<file path="src/rtl/sao_bo_stat_ctrl.sv">
// ---------------------------------------------------------------------------
// sao_bo_stat_ctrl
//
// Purpose:
//   Sequencer for the SAO band-offset statistics reduce stage. For one CTB it
//   walks the components Y, Cb, Cr (or Y only when chroma is disabled). For
//   each component it gates pixel groups from the reconstruction buffer into
//   the reduce datapath and then issues the collect. It holds cIdx until that
//   component's cand_bo has been written, and pulses done at the end of the
//   CTB.
//
// Ports:
//   clk, arst_n        clock, asynchronous active-low reset
//   start              pulse, begins one CTB (accepted only while idle)
//   chroma_en          sampled with start; 0 = luma-only CTB
//   abort              synchronous cancel of the CTB in progress
//   pix_valid          source presents a pixel group this cycle
//   pix_ready          group consumed this cycle
//   en_o               reduce-stage clock enable
//   stat_rst_n         reduce-stage synchronous clear, active low
//   isWorking_stat     reduce "working" flag
//   is_bo_pre          reduce "accumulate this group" flag
//   not_end_pre_stage  reduce flag, low = issue collect
//   cIdx               component index 0/1/2
//   busy               CTB in progress
//   done               one-cycle pulse when the last cand_bo is written
// ---------------------------------------------------------------------------
module sao_bo_stat_ctrl #(
    parameter int n_pix     = 4,
    parameter int N_GRP_Y   = 256,
    parameter int N_GRP_C   = 128,
    parameter int FLUSH_LEN = 3
) (
    input  logic       clk,
    input  logic       arst_n,
    input  logic       start,
    input  logic       chroma_en,
    input  logic       abort,
    input  logic       pix_valid,
    output logic       pix_ready,
    output logic       en_o,
    output logic       stat_rst_n,
    output logic       isWorking_stat,
    output logic       is_bo_pre,
    output logic       not_end_pre_stage,
    output logic [1:0] cIdx,
    output logic       busy,
    output logic       done
);

    // The reduce adder tree only exists for 4- or 8-pixel groups; any other
    // group width is never started, so the block stays idle.
    localparam logic       CFG_OK     = (n_pix == 4) || (n_pix == 8);
    localparam logic [8:0] GRP_LAST_Y = 9'(N_GRP_Y - 1);
    localparam logic [8:0] GRP_LAST_C = 9'(N_GRP_C - 1);
    localparam logic [1:0] FL_LAST    = 2'(FLUSH_LEN - 1);

    typedef enum logic [2:0] {
        S_IDLE,
        S_CLR,
        S_ACC,
        S_FLUSH,
        S_DONE,
        S_CLR_AB
    } state_e;

    state_e     state_q, state_d;
    logic [8:0] grp_cnt_q, grp_cnt_d;
    logic [1:0] fl_cnt_q, fl_cnt_d;
    logic [1:0] cidx_q, cidx_d;
    logic       chroma_q, chroma_d;
    logic [8:0] grp_last;

    // State and counter registers; reset also returns cIdx to luma.
    always_ff @(posedge clk or negedge arst_n) begin
        if (!arst_n) begin
            state_q   <= S_IDLE;
            grp_cnt_q <= '0;
            fl_cnt_q  <= '0;
            cidx_q    <= '0;
            chroma_q  <= 1'b0;
        end else begin
            state_q   <= state_d;
            grp_cnt_q <= grp_cnt_d;
            fl_cnt_q  <= fl_cnt_d;
            cidx_q    <= cidx_d;
            chroma_q  <= chroma_d;
        end
    end

    assign cIdx     = cidx_q;
    assign grp_last = (cidx_q == 2'd0) ? GRP_LAST_Y : GRP_LAST_C;

    // Next-state and output decode. Outputs depend on state only, except
    // en_o in ACC, which follows pix_valid so that a stall freezes the whole
    // reduce pipe.
    always_comb begin
        state_d           = state_q;
        grp_cnt_d         = grp_cnt_q;
        fl_cnt_d          = fl_cnt_q;
        cidx_d            = cidx_q;
        chroma_d          = chroma_q;
        pix_ready         = 1'b0;
        en_o              = 1'b0;
        stat_rst_n        = 1'b1;
        isWorking_stat    = 1'b0;
        is_bo_pre         = 1'b0;
        not_end_pre_stage = 1'b1;
        busy              = 1'b1;
        done              = 1'b0;

        case (state_q)
            S_IDLE: begin
                busy = 1'b0;
                if (start && !abort && CFG_OK) begin
                    state_d   = S_CLR;
                    chroma_d  = chroma_en;
                    cidx_d    = 2'd0;
                    grp_cnt_d = '0;
                    fl_cnt_d  = '0;
                end
            end

            S_CLR: begin
                stat_rst_n = 1'b0;
                state_d    = S_ACC;
            end

            S_ACC: begin
                isWorking_stat = 1'b1;
                is_bo_pre      = 1'b1;
                pix_ready      = 1'b1;
                en_o           = pix_valid;
                if (pix_valid) begin
                    if (grp_cnt_q == grp_last) begin
                        grp_cnt_d = '0;
                        fl_cnt_d  = '0;
                        state_d   = S_FLUSH;
                    end else begin
                        grp_cnt_d = grp_cnt_q + 9'd1;
                    end
                end
            end

            // First flush cycle issues the collect; the remaining cycles let
            // the result drain to cand_bo while cIdx is held. The collect
            // also zeroes the sum, so the next component needs no CLR.
            S_FLUSH: begin
                en_o = 1'b1;
                if (fl_cnt_q == 2'd0) begin
                    isWorking_stat    = 1'b1;
                    not_end_pre_stage = 1'b0;
                end
                if (fl_cnt_q == FL_LAST) begin
                    fl_cnt_d = '0;
                    if ((cidx_q == 2'd2) || ((cidx_q == 2'd0) && !chroma_q)) begin
                        state_d = S_DONE;
                    end else begin
                        cidx_d  = cidx_q + 2'd1;
                        state_d = S_ACC;
                    end
                end else begin
                    fl_cnt_d = fl_cnt_q + 2'd1;
                end
            end

            S_DONE: begin
                done    = 1'b1;
                state_d = S_IDLE;
            end

            S_CLR_AB: begin
                stat_rst_n = 1'b0;
                state_d    = S_IDLE;
            end

            default: begin
                state_d = S_IDLE;
            end
        endcase

        // Abort overrides every other transition once a CTB is underway.
        if (abort && (state_q != S_IDLE)) begin
            state_d   = S_CLR_AB;
            grp_cnt_d = '0;
            fl_cnt_d  = '0;
            cidx_d    = 2'd0;
        end
    end

endmodule
</file>
<file path="config.mk">
export PLATFORM = sky130hd
export DESIGN_NAME = sao_bo_stat_ctrl
export DESIGN_NICKNAME = d
export VERILOG_FILES = /design/src/rtl/sao_bo_stat_ctrl.sv
export SDC_FILE = /design/constraint.sdc
export NUM_CORES = 1
export LEC_CHECK = 0
export BUFFER_PORTS_ARGS = -buffer_cell sky130_fd_sc_hd__buf_2
export CAP_MARGIN = 20
export CORE_MARGIN = 4
export CORE_UTILIZATION = 55
export CTS_CLUSTER_SIZE = 10
export DETAILED_ROUTE_END_ITERATION = 10
export HOLD_SLACK_MARGIN = 0.1
export PLACE_DENSITY = 0.82
export SLEW_MARGIN = 0
export SYNTH_ARGS = -nofsm -noshare
export SYNTH_HDL_FRONTEND = slang
export SYNTH_SLANG_ARGS = --single-unit
</file>
<file path="constraint.sdc">
create_clock -name clk -period 3.67 [get_ports clk]
set_clock_uncertainty 0.15 [all_clocks]
set_input_delay 1.101 -clock clk [delete_from_list [all_inputs] [get_ports clk]]
set_output_delay 1.101 -clock clk [all_outputs]
set_load 0.1 [all_outputs]
</file>
==> results.md <==
- Status: complete, no violations
- Comb pwr share: 61.5%
- CP Class: reg2out
- DP Wirelength: 1860 um
- Fill cell count: 179
- Io pins: 16
- Sequential power share: 28.3%
- Final Setup Violations: 0
- Placement Rows: 16
- Clk sink count: 17
- Antenna Nets Post-Route: 0
- GPL Wtd Cong: 0.8120
- Setup crit end kind: output port
- TritonCTS clock tree: yes
- DR iter-0 viols: 25
- Post-synth ARST share: 100.0%
- Clk Latency, worst-skew pair: 0.29 ns
- Setup Buffers After CTS: 0
- Switching power share of the total: 59.71%
- Post-Synthesis Cells: 124
- Pin count of the biggest net entering global routing: 18
- Critical Path Fanout Max: 12
- Flops & latches, synth: 17
- WP data required: 2.42 ns
- Die footprint: 2854 um^2
- Cell with the most instances after synthesis: dfrtp_1
- Share of cells above drive strength 1: 21.90%
- Drt wl/cell: 15.62 um
- Final WS setup: 0.6643 ns
- Antenna violations before repair: 0
- Core Footprint: 1962 um^2
- Commonest register cell after synthesis: dfrtp_1
- GRT overflow: 0
- Reg clk slew, reported paths: 0.10 ns
- Post-route setup TNS: 0 ns
- Max Slew Vio Count: 0
- Max IR drop VDD: 1.034 mV
- Vias in the first global route: 892
- Post-Place Worst Slack: 0.6746 ns
- CTS Buffer Depth: 2
- Syn_nets: 133
- Die W: 53.43 um
- RSZ-0062 raised after global routing: false
- Hold-fix buffers, CTS: 0
- DR pass1 iterations: 5
- EDFF count, synth: 0
- Syn-to-layout area delta: 10.58%
- Final WL: 2561 um
- Post-synth top cells: 17 x dfrtp_1, 12 x nor2_1, 7 x inv_1, 7 x nand3_1
- Design area: 1255 um^2
- PwrDens: 803.5 nW/um^2
- CP Data Arrival Time: 1.75 ns
- First-pass GRT wire length: 4105 um
- Clock power share: 10.2%
- DR vias: 996
- Number of library cell types mapped by synthesis: 43
- CP Launch Type: register
- Post-Place Cell Area: 1227 um^2
- Worst-Margin Slew: 0.4908 ns
- Initial Util: 57.84%
- Fin nets: 147
- Yosys warning count: 0
- Clock root buffer: clkbuf_4
- Hold Crit Start: fl_cnt_q[1]$_DFFE_PN0P_
- Resize count post-CTS: 0
- Share of the clock period used by the worst path: 81.90%
- Int Power: 406.3 uW
- H-tree levels: 1
- I/O Buffers: 15
- Critical Path Source: state_q[1]$_DFFE_PN0P_
- TritonCTS Buffers: 3
- Final hold vios: 0
- Min Tclk post-route: 3.006 ns
- Hold/Removal Path Class: reg2reg
- Psw: 602.1 uW
- Avg Cell Area, Syn: 9.152 um^2
- Vias per cell: 6.073
- Yosys top cell by area: dfrtp_1
- Max-cap violations: 0
- Pleak: 0.5743 nW
- Area contributors post-synth: dfrtp_1 37%, nor2_1 4.0%, ha_1 3.3%, o31ai_1 3.3%, nand3_1 3.1%
- Rel. slew slack: 67.50%
- # DRC: 0
- Post-synthesis instance area: 1135 um^2
- Die H: 53.43 um
- Reg2reg start: state_q[0]$_DFFE_PN0P_
- Max Fclk: 0.3327 GHz
- Register area share after synthesis: 37.49%
- Diode count: 0
- Top cell type's share of synthesized area: 37.49%
- All-Layer GR Usage: 20.08%
[power by group through the flow]
stage / registers (mW) / clock network (mW) / logic, mW
after detailed placement: 0.287 / 0 / 0.617
final: 0.285 / 0.103 / 0.620
after global routing: 0.291 / 0.113 / 0.657
after global placement: 0.286 / 0 / 0.606
after CTS: 0.283 / 0.108 / 0.619
after floorplan: 0.269 / 0 / 0.548
[registers in the layout, indices dropped and copies added (netlist names)]
signal and flops:
chroma_q 1, grp_cnt_q 9, fl_cnt_q 2, state_q 3, cIdx 2
[cell families after synthesis]
| group | Yosys count | share of synthesized area, % |
|---|---|---|
| compound gates | 35 | 23.37 |
| xor+xnor | 1 | 0.7719 |
| fa+ha+maj | 3 | 3.308 |
| buf+inv | 15 | 6.064 |
| flops | 17 | 37.49 |
| mux | 5 | 4.741 |
| simple gates | 48 | 24.26 |
[metrics by stage]
step | std cells | util, % | total power [mW] | hold slack (ns)
2_1_floorplan | 124 | - | 0.8166 | 0.2928
3_3_place_gp | 160 | 62.56 | 0.8920 | 0.3183
3_5_place_dp | 160 | 62.56 | 0.9036 | 0.3347
4_1_cts | 164 | 63.97 | 1.010 | 0.3489
5_1_grt | 164 | 63.97 | 1.061 | 0.3739
6_report | 164 | 63.97 | 1.008 | 0.3476
[worst paths after layout]
| check | to | slack (ns) | cells past startpoint |
|---|---|---|---|
| max | isWorking_stat | 0.66 | 4 |
| min | fl_cnt_q[1]$_DFFE_PN0P_ | 0.35 | 1 |
| max reg2reg | grp_cnt_q[2]$_DFFE_PN0P_ | 1.31 | 4 |
| min reg2reg | fl_cnt_q[1]$_DFFE_PN0P_ | 0.35 | 1 |
| max in group asynchronous | fl_cnt_q[1]$_DFFE_PN0P_ | 2.53 | 1 |
| min in group asynchronous | grp_cnt_q[6]$_DFFE_PN0P_ | 0.56 | 1 |
[area by class of cell]
cell class	count	area (um^2)	area share, %
Multi-Input combinational cell	92	651.9	51.94
Sequential cell	17	425.4	33.90
Tap cell	27	33.78	2.692
Inverter	7	26.28	2.094
Clock inverter	1	5.005	0.3988
Clock buffer	3	22.52	1.795
Timing Repair Buffer	17	90.09	7.178
[metal layers]
metal	GRT usage [%]	part of all wire [%]
met1	25.04	43
met3	2.535	3.8
met2	33.67	51
met5	0	0
met4	9.787	1.6
[critical path, cell delays in order (launching register included)]
cell and delay (ns):
dfrtp_1 0.57, nor2b_1 0.22, nand3_1 0.15, o21ai_2 0.09, buf_2 0.43
[placed cells by master, fill, tap and decap left out, types with 2 or more instances in the layout]
cell,count
buf_4,2
clkbuf_4,3
o22ai_1,3
nand2b_1,4
mux2i_1,2
nor2_1,11
dfrtp_1,17
o31ai_1,5
a211oi_1,2
o21ai_0,4
nor4_1,2
a22o_1,2
mux2_2,2
a31oi_1,4
ha_1,3
nand2_1,5
and2_1,2
nand3_1,7
a211o_1,2
a21oi_1,5
inv_1,7
and3_1,3
nor2b_1,3
buf_2,15
Power figures use the tool's default switching activity.
